## src/rtl/trs_cmd_pkg.sv

```systemverilog
// Shared definitions for the TRS-80 /CMD load-module format, used by both the
// image writer and the program loader.
//   CMD_BLK_LOAD  record type of a load block (type byte, length, address, data)
//   CMD_BLK_XFER  record type of the transfer (entry address) block
//   CMD_XFER_LEN  length byte of the transfer block
//   cmd_state_t   encoder FSM states
//   cmd_len_byte  length byte of a load block carrying n data bytes
package trs_cmd_pkg;

  localparam logic [7:0] CMD_BLK_LOAD = 8'h01;
  localparam logic [7:0] CMD_BLK_XFER = 8'h02;
  localparam logic [7:0] CMD_XFER_LEN = 8'h02;

  typedef enum logic [3:0] {
    ST_IDLE,
    ST_B_TYPE,
    ST_B_LEN,
    ST_B_ALO,
    ST_B_AHI,
    ST_FETCH,
    ST_WAIT,
    ST_B_DATA,
    ST_X_TYPE,
    ST_X_LEN,
    ST_X_ALO,
    ST_X_AHI,
    ST_DONE
  } cmd_state_t;

  // The length byte counts the two address bytes as well and wraps modulo
  // 256, so a full 256-byte block is encoded as 0x02 and 254 bytes as 0x00.
  // Only the low 8 bits of n matter for that.
  function automatic logic [7:0] cmd_len_byte(input logic [7:0] n_lo);
    return n_lo + 8'd2;
  endfunction

endpackage

```

## src/rtl/cmd_image_writer.sv

```systemverilog
// Encodes a RAM range as a TRS-80 /CMD image byte stream: one or more type-01
// load blocks followed by a type-02 transfer block carrying the entry address.
// Ports:
//   clk_sys, reset          system clock, asynchronous active-low reset
//   start                   1-cycle pulse, latches the addresses (ignored while busy)
//   start_addr, end_addr    inclusive RAM range to save
//   entry_addr              execution address for the transfer block
//   mem_addr, mem_rd        RAM read port, read strobe one cycle wide
//   mem_data                RAM data, valid MEM_LAT cycles after mem_rd
//   out_data, out_valid,    image byte stream, valid/ready handshake;
//   out_ready               out_data held stable until accepted
//   out_offset              file offset of the byte currently presented
//   busy, done, err         status; done pulses at the end, err when end < start
module cmd_image_writer
  import trs_cmd_pkg::*;
#(
  parameter int MEM_LAT   = 1,
  parameter int BLOCK_MAX = 256
) (
  input  logic        clk_sys,
  input  logic        reset,
  input  logic        start,
  input  logic [15:0] start_addr,
  input  logic [15:0] end_addr,
  input  logic [15:0] entry_addr,
  output logic [15:0] mem_addr,
  output logic        mem_rd,
  input  logic [7:0]  mem_data,
  output logic [7:0]  out_data,
  output logic        out_valid,
  input  logic        out_ready,
  output logic [23:0] out_offset,
  output logic        busy,
  output logic        done,
  output logic        err
);

  localparam logic [16:0] BLK_MAX17 = 17'(BLOCK_MAX);

  cmd_state_t state, state_nxt;

  // cur is 17 bits so that stepping past FFFF lands on 10000, which compares
  // greater than any end address and terminates the image without re-reading.
  logic [16:0]        cur;
  logic [15:0]        end_a;
  logic [15:0]        entry_a;
  logic [8:0]         blk_left;
  logic [23:0]        offset;
  logic               err_r;
  logic [MEM_LAT-1:0] rd_vld_p;
  logic [7:0]         data_p1;

  logic [16:0] remain;
  logic [8:0]  n_blk;
  logic        more_data;
  logic        accept;

  always_comb begin
    remain    = {1'b0, end_a} + 17'd1 - cur;
    n_blk     = (remain > BLK_MAX17) ? 9'(BLOCK_MAX) : remain[8:0];
    more_data = (cur + 17'd1) <= {1'b0, end_a};
  end

  assign accept = out_valid & out_ready;

  // Next state
  always_comb begin
    state_nxt = state;
    case (state)
      ST_IDLE:
        if (start) state_nxt = (end_addr < start_addr) ? ST_DONE : ST_B_TYPE;
      ST_B_TYPE: if (accept) state_nxt = ST_B_LEN;
      ST_B_LEN:  if (accept) state_nxt = ST_B_ALO;
      ST_B_ALO:  if (accept) state_nxt = ST_B_AHI;
      ST_B_AHI:  if (accept) state_nxt = ST_FETCH;
      ST_FETCH:  state_nxt = ST_WAIT;
      ST_WAIT:   if (rd_vld_p[MEM_LAT-1]) state_nxt = ST_B_DATA;
      ST_B_DATA:
        if (accept) begin
          if (blk_left != 9'd1) state_nxt = ST_FETCH;
          else                  state_nxt = more_data ? ST_B_TYPE : ST_X_TYPE;
        end
      ST_X_TYPE: if (accept) state_nxt = ST_X_LEN;
      ST_X_LEN:  if (accept) state_nxt = ST_X_ALO;
      ST_X_ALO:  if (accept) state_nxt = ST_X_AHI;
      ST_X_AHI:  if (accept) state_nxt = ST_DONE;
      ST_DONE:   state_nxt = ST_IDLE;
      default:   state_nxt = ST_IDLE;
    endcase
  end

  // Byte presented in each emitting state
  always_comb begin
    out_valid = 1'b0;
    out_data  = 8'h00;
    case (state)
      ST_B_TYPE: begin out_valid = 1'b1; out_data = CMD_BLK_LOAD;              end
      ST_B_LEN:  begin out_valid = 1'b1; out_data = cmd_len_byte(n_blk[7:0]);  end
      ST_B_ALO:  begin out_valid = 1'b1; out_data = cur[7:0];                  end
      ST_B_AHI:  begin out_valid = 1'b1; out_data = cur[15:8];                 end
      ST_B_DATA: begin out_valid = 1'b1; out_data = data_p1;                   end
      ST_X_TYPE: begin out_valid = 1'b1; out_data = CMD_BLK_XFER;              end
      ST_X_LEN:  begin out_valid = 1'b1; out_data = CMD_XFER_LEN;              end
      ST_X_ALO:  begin out_valid = 1'b1; out_data = entry_a[7:0];              end
      ST_X_AHI:  begin out_valid = 1'b1; out_data = entry_a[15:8];             end
      default:   ;
    endcase
  end

  assign mem_rd     = (state == ST_FETCH);
  assign mem_addr   = cur[15:0];
  assign out_offset = offset;
  assign busy       = (state != ST_IDLE) && (state != ST_DONE);
  assign done       = (state == ST_DONE);
  assign err        = err_r;

  // Control registers
  always_ff @(posedge clk_sys or negedge reset) begin
    if (!reset) begin
      state    <= ST_IDLE;
      cur      <= '0;
      blk_left <= '0;
      offset   <= '0;
      err_r    <= 1'b0;
      rd_vld_p <= '0;
    end else begin
      state    <= state_nxt;
      rd_vld_p <= (rd_vld_p << 1) | MEM_LAT'(mem_rd);
      if (state == ST_IDLE && start) begin
        cur    <= {1'b0, start_addr};
        err_r  <= (end_addr < start_addr);
        offset <= '0;
      end
      if (accept) offset <= offset + 24'd1;
      if (state == ST_B_AHI && accept) blk_left <= n_blk;
      if (state == ST_B_DATA && accept) begin
        cur      <= cur + 17'd1;
        blk_left <= blk_left - 9'd1;
      end
    end
  end

  // Read data capture, MEM_LAT cycles after the strobe
  always_ff @(posedge clk_sys) begin
    if (state == ST_IDLE && start) begin
      end_a   <= end_addr;
      entry_a <= entry_addr;
    end
    if (state == ST_WAIT && rd_vld_p[MEM_LAT-1]) data_p1 <= mem_data;
  end

endmodule

```

## config.mk

```make
export PLATFORM = sky130hd
export DESIGN_NAME = cmd_image_writer
export DESIGN_NICKNAME = d
export VERILOG_FILES = /design/src/rtl/trs_cmd_pkg.sv /design/src/rtl/cmd_image_writer.sv
export SDC_FILE = /design/constraint.sdc
export NUM_CORES = 1
export LEC_CHECK = 0
export ABC_AREA = 1
export CAP_MARGIN = 20
export CELL_PAD_IN_SITES_DETAIL_PLACEMENT = 0
export CELL_PAD_IN_SITES_GLOBAL_PLACEMENT = 1
export CORE_MARGIN = 2
export CORE_UTILIZATION = 30
export CTS_CLUSTER_DIAMETER = 50
export DETAILED_ROUTE_END_ITERATION = 8
export PLACE_DENSITY_LB_ADDON = 0.1
export SYNTH_ARGS = -nofsm -noshare
export SYNTH_HDL_FRONTEND = slang
export SYNTH_SLANG_ARGS = --single-unit
```

## constraint.sdc

```tcl
create_clock -name clk_sys -period 8.5 [get_ports clk_sys]
set_input_delay 0.85 -clock clk_sys [delete_from_list [all_inputs] [get_ports clk_sys]]
set_output_delay 0.85 -clock clk_sys [all_outputs]
set_load 0.005 [all_outputs]
```

==> flow_summary_export.csv <==
group,metric,value,unit
status,status,"complete, no violations",
synth,synth_edf_count,40,
final_layout,design_area,0.00882,sq mm
timing,final-hold-violation-count,0,
min_path,hold_class,"reg -> reg",
floorplan,dieArea,0.0249,sq mm
clocking,clock_path_buffers,2,
final_layout,drive_gt1_frac,0.0474,
route,drc,0,
timing,rsz0062_at_grt,"false",
critical_path,arrival,4.81,ns
synth,ys_seq_area_frac,0.366,
power_and_ir_drop,leakage,4.17,nW
final_layout,most-common-layout-cells,"nand2_1, inv_1, clkdlybuf4s50_1",
clocking,cts_hold_buf,0,
clocking,cts_tree,"yes",
final_layout,final_common_cell,"nand2_1",
route,postRouteAntennaNets,0,
global_routing,grt_start_max_net_pins,57,
critical_path,crit_path_end_kind,"output pin",
critical_path,r2r_start,"cur[0]$_DFFE_PN0P_",
synth,ys_seq_elements,96,
timing,tns,0,ns
critical_path,cpPeakStageDelay,0.51,ns
clocking,cts_setup_buffers,0,
critical_path,worst_r2r_endpoint,"state[0]$_DFFE_PN0P_",
clocking,cts.sinks,96,
timing,tightest_slew,0.848,ns
synth,synth.cell_area,0.00711,sq mm
critical_path,crit_top_cell,"nand2_1",
min_path,hold_path_startpoint,"err$_DFFE_PN0P_",
synth,syn-num-nets,1055,
floorplan,fp.coreArea,0.0233,sq mm
critical_path,cp_num_buf_inv,4,
clocking,ctsResizeCount,0,
route,drt-pass1-iter-count,4,
clocking,cts-buffers-inserted,9,
critical_path,worstPathCellList,"inv_1, ha_1, ha_1, inv_1, fa_1, inv_1, nand3_1, nand2_1, nand2_1, nand2_1, nand2_1, nand3_1, nand3_1, nor2_1, nand2_1, nor2_1, ha_1, nand4_1, nor2_1, nand3_1, nand2_1, nand3_1, nand2_1, clkdlybuf4s50_1",
route,drtIter0Drc,287,
timing,finalSetupViolCount,0,
floorplan,start_util,0.305,
floorplan,dieWidth,158,um
placement,io_buffers,112,
final_layout,antenna_cells,0,
synth,synth_cell_type_count,48,
min_path,min_path_cells,2,
timing,period_share,0.666,
timing,whs,0.501,ns
route,num_vias,6258,
placement,place_congestion,0.851,
critical_path,slowest_stage,"clkdlybuf4s50_1",
clocking,htree_levels,3,
job,maxCapViolations,0,
synth,ys.warnings.count,0,
global_routing,antenna_found_initial,0,
clocking,clk_latency,0.36,ns
synth,avgSynthCellArea,7.67,sq um
synth,async_flop_share,0.583,
global_routing,first_global_vias,6339,
clocking,clkTransAtPathRegs,0.08,ns
timing,fin_crit,5.66,ns
power_and_ir_drop,power_per_cell_area,125,mW/mm^2
floorplan,die_h,158,um
floorplan,io_pins,113,
critical_path,cp-start-kind,"flip-flop",
final_layout,nets,1157,
critical_path,ff2ff_setup_slack,4.95,ns
timing,finalMaxSlewViolations,0,
power_and_ir_drop,vdd_drop_max,102,uV
critical_path,path_max_fanout,8,
final_layout,area_growth_syn_to_layout,24.1,%
timing,max_freq,177,MHz
clocking,cts-root-buf,"clkbuf_16",
global_routing,grt_util_all_layers,0.189,
min_path,min_to,"err$_DFFE_PN0P_",
critical_path,worst_ep_required_time,7.65,ns
route,drt-total-wl,22.8,mm
critical_path,cp_top_family,"simple AND/OR/NAND/NOR gates",
route,post_drt_wl_per_cell,16.8,um
route,avgViaCountPerCell,4.63,
timing,skew,0.0141,ns
global_routing,grt-ovfl-total,0,
floorplan,rows,56,
critical_path,critical_path_class,"reg -> out",
timing,slew_headroom,0.434,
synth,syn_inst,927,
placement,dpl_cell_area,0.00850,sq mm
synth,yosys_most_used_dff,"dfrtp_1",
critical_path,r2r_cells,17,
global_routing,grt_pass1_wl,35.5,mm
placement,dp_hpwl,18.2,mm
==> metal layers <==
metal | vias to the layer above | wire (um) | track usage
met5 | - | 0 | 0
met4 | 0 | 425 | 0.0563
met3 | 18 | 833 | 0.0318
met2 | 119 | 10600 | 0.308
met1 | 2859 | 10900 | 0.256
li1 | 3262 | - | -
==> through the flow <==
step / total power, mW / instances / setup WS (ns) / util
CTS: 1.12 / 1353 / 2.73 / 0.378
detailed placement: 0.669 / 1337 / 3.13 / 0.364
floorplan: 0.593 / 927 / 4.52 / -
global route: 1.16 / 1353 / 2.30 / 0.378
global placement: 0.670 / 1337 / 3.12 / 0.364
finish: 1.11 / 1353 / 2.84 / 0.378
==> Yosys cell counts (2+ instances only) <==
cell type  instances  share of area
o21ai_0           43          0.030
a211oi_1           4         0.0042
nor2_4             4         0.0063
o221ai_1           8         0.0099
and2_1             2         0.0018
nor2_2             4         0.0035
nor4_1             3         0.0026
o211ai_1           5         0.0053
nand3_1           56          0.039
buf_2              4         0.0028
inv_1            158          0.083
nor2_1            84          0.044
nor3b_1            3         0.0032
nand3b_1           2         0.0021
o22ai_1            5         0.0044
ha_1              67           0.12
dfrtp_1           56           0.20
buf_4             16          0.017
a31oi_1            2         0.0018
a2111oi_0          2         0.0025
a22oi_1            5         0.0053
nor3_2             2         0.0028
nand2_2            3         0.0026
a21oi_1           45          0.032
mux2i_1            2         0.0028
clkbuf_1           6         0.0032
o21ai_1           10         0.0070
nor3_4             2         0.0046
edfxtp_1          40           0.17
nand4_1           19          0.017
nand2_1          203           0.11
xor2_1            22          0.027
a221oi_1           2         0.0025
o31ai_1            2         0.0021
nor3_1            12         0.0085
a22o_1             4         0.0049
inv_2              9         0.0048
==> state kept, by name (all words and copies together), names as in the netlist <==
register and cells:
end_a 16, data_p1 8, rd_vld_p 1, out_offset 24, cur 17, err 1, blk_left 9, entry_a 16
state 4
==> layout make-up <==
| class | count | area (sq um) |
|---|---|---|
| Clock buffer | 11 | 255 |
| Clock inverter | 5 | 67.6 |
| Fill cell | 2501 | 14500 |
| Inverter | 167 | 627 |
| Multi-Input combinational cell | 638 | 3710 |
| Sequential cell | 96 | 2600 |
| Tap cell | 319 | 399 |
| Timing Repair Buffer | 117 | 1150 |
==> report_power, final <==
group / total, mW / internal [mW] / leakage, nW / switching [mW]
Clock: 0.449 / 0.253 / 0.161 / 0.197
Sequential: 0.497 / 0.489 / 1.04 / 0.00838
Combinational: 0.160 / 0.0710 / 2.97 / 0.0887
==> cell families (layout without fill, tap and decap cells) <==
| family | Yosys count | in the layout | synth area share |
|---|---|---|---|
| AOI/OAI and AO/OA | 144 | 144 | 0.121 |
| xor gates and xnor gates | 23 | 23 | 0.0283 |
| adders and majority gates | 68 | 68 | 0.121 |
| buffers and inverters | 193 | 300 | 0.111 |
| DFF | 96 | 96 | 0.366 |
| muxes | 2 | 2 | 0.00282 |
| and+or+nand+nor | 401 | 401 | 0.250 |
==> worst min-delay path, cell delays in order, from the launching register on <==
cell and delay (ns):
dfrtp_1 0.35, nand2_1 0.05, o21ai_0 0.06
==> worst max path at each step <==
stage	cells past startpoint	start	slack, ns	end
after global routing	24	cur[0]$_DFFE_PN0P_	2.30	out_data[7]
after floorplan	22	cur[1]$_DFFE_PN0P_	4.52	out_data[7]
after detailed placement	24	cur[0]$_DFFE_PN0P_	3.13	out_data[7]
after global placement	24	cur[0]$_DFFE_PN0P_	3.12	out_data[7]
final	24	cur[0]$_DFFE_PN0P_	2.84	out_data[7]
after CTS	24	cur[0]$_DFFE_PN0P_	2.73	out_data[7]
Note: power is estimated with default switching activity, not from simulation.
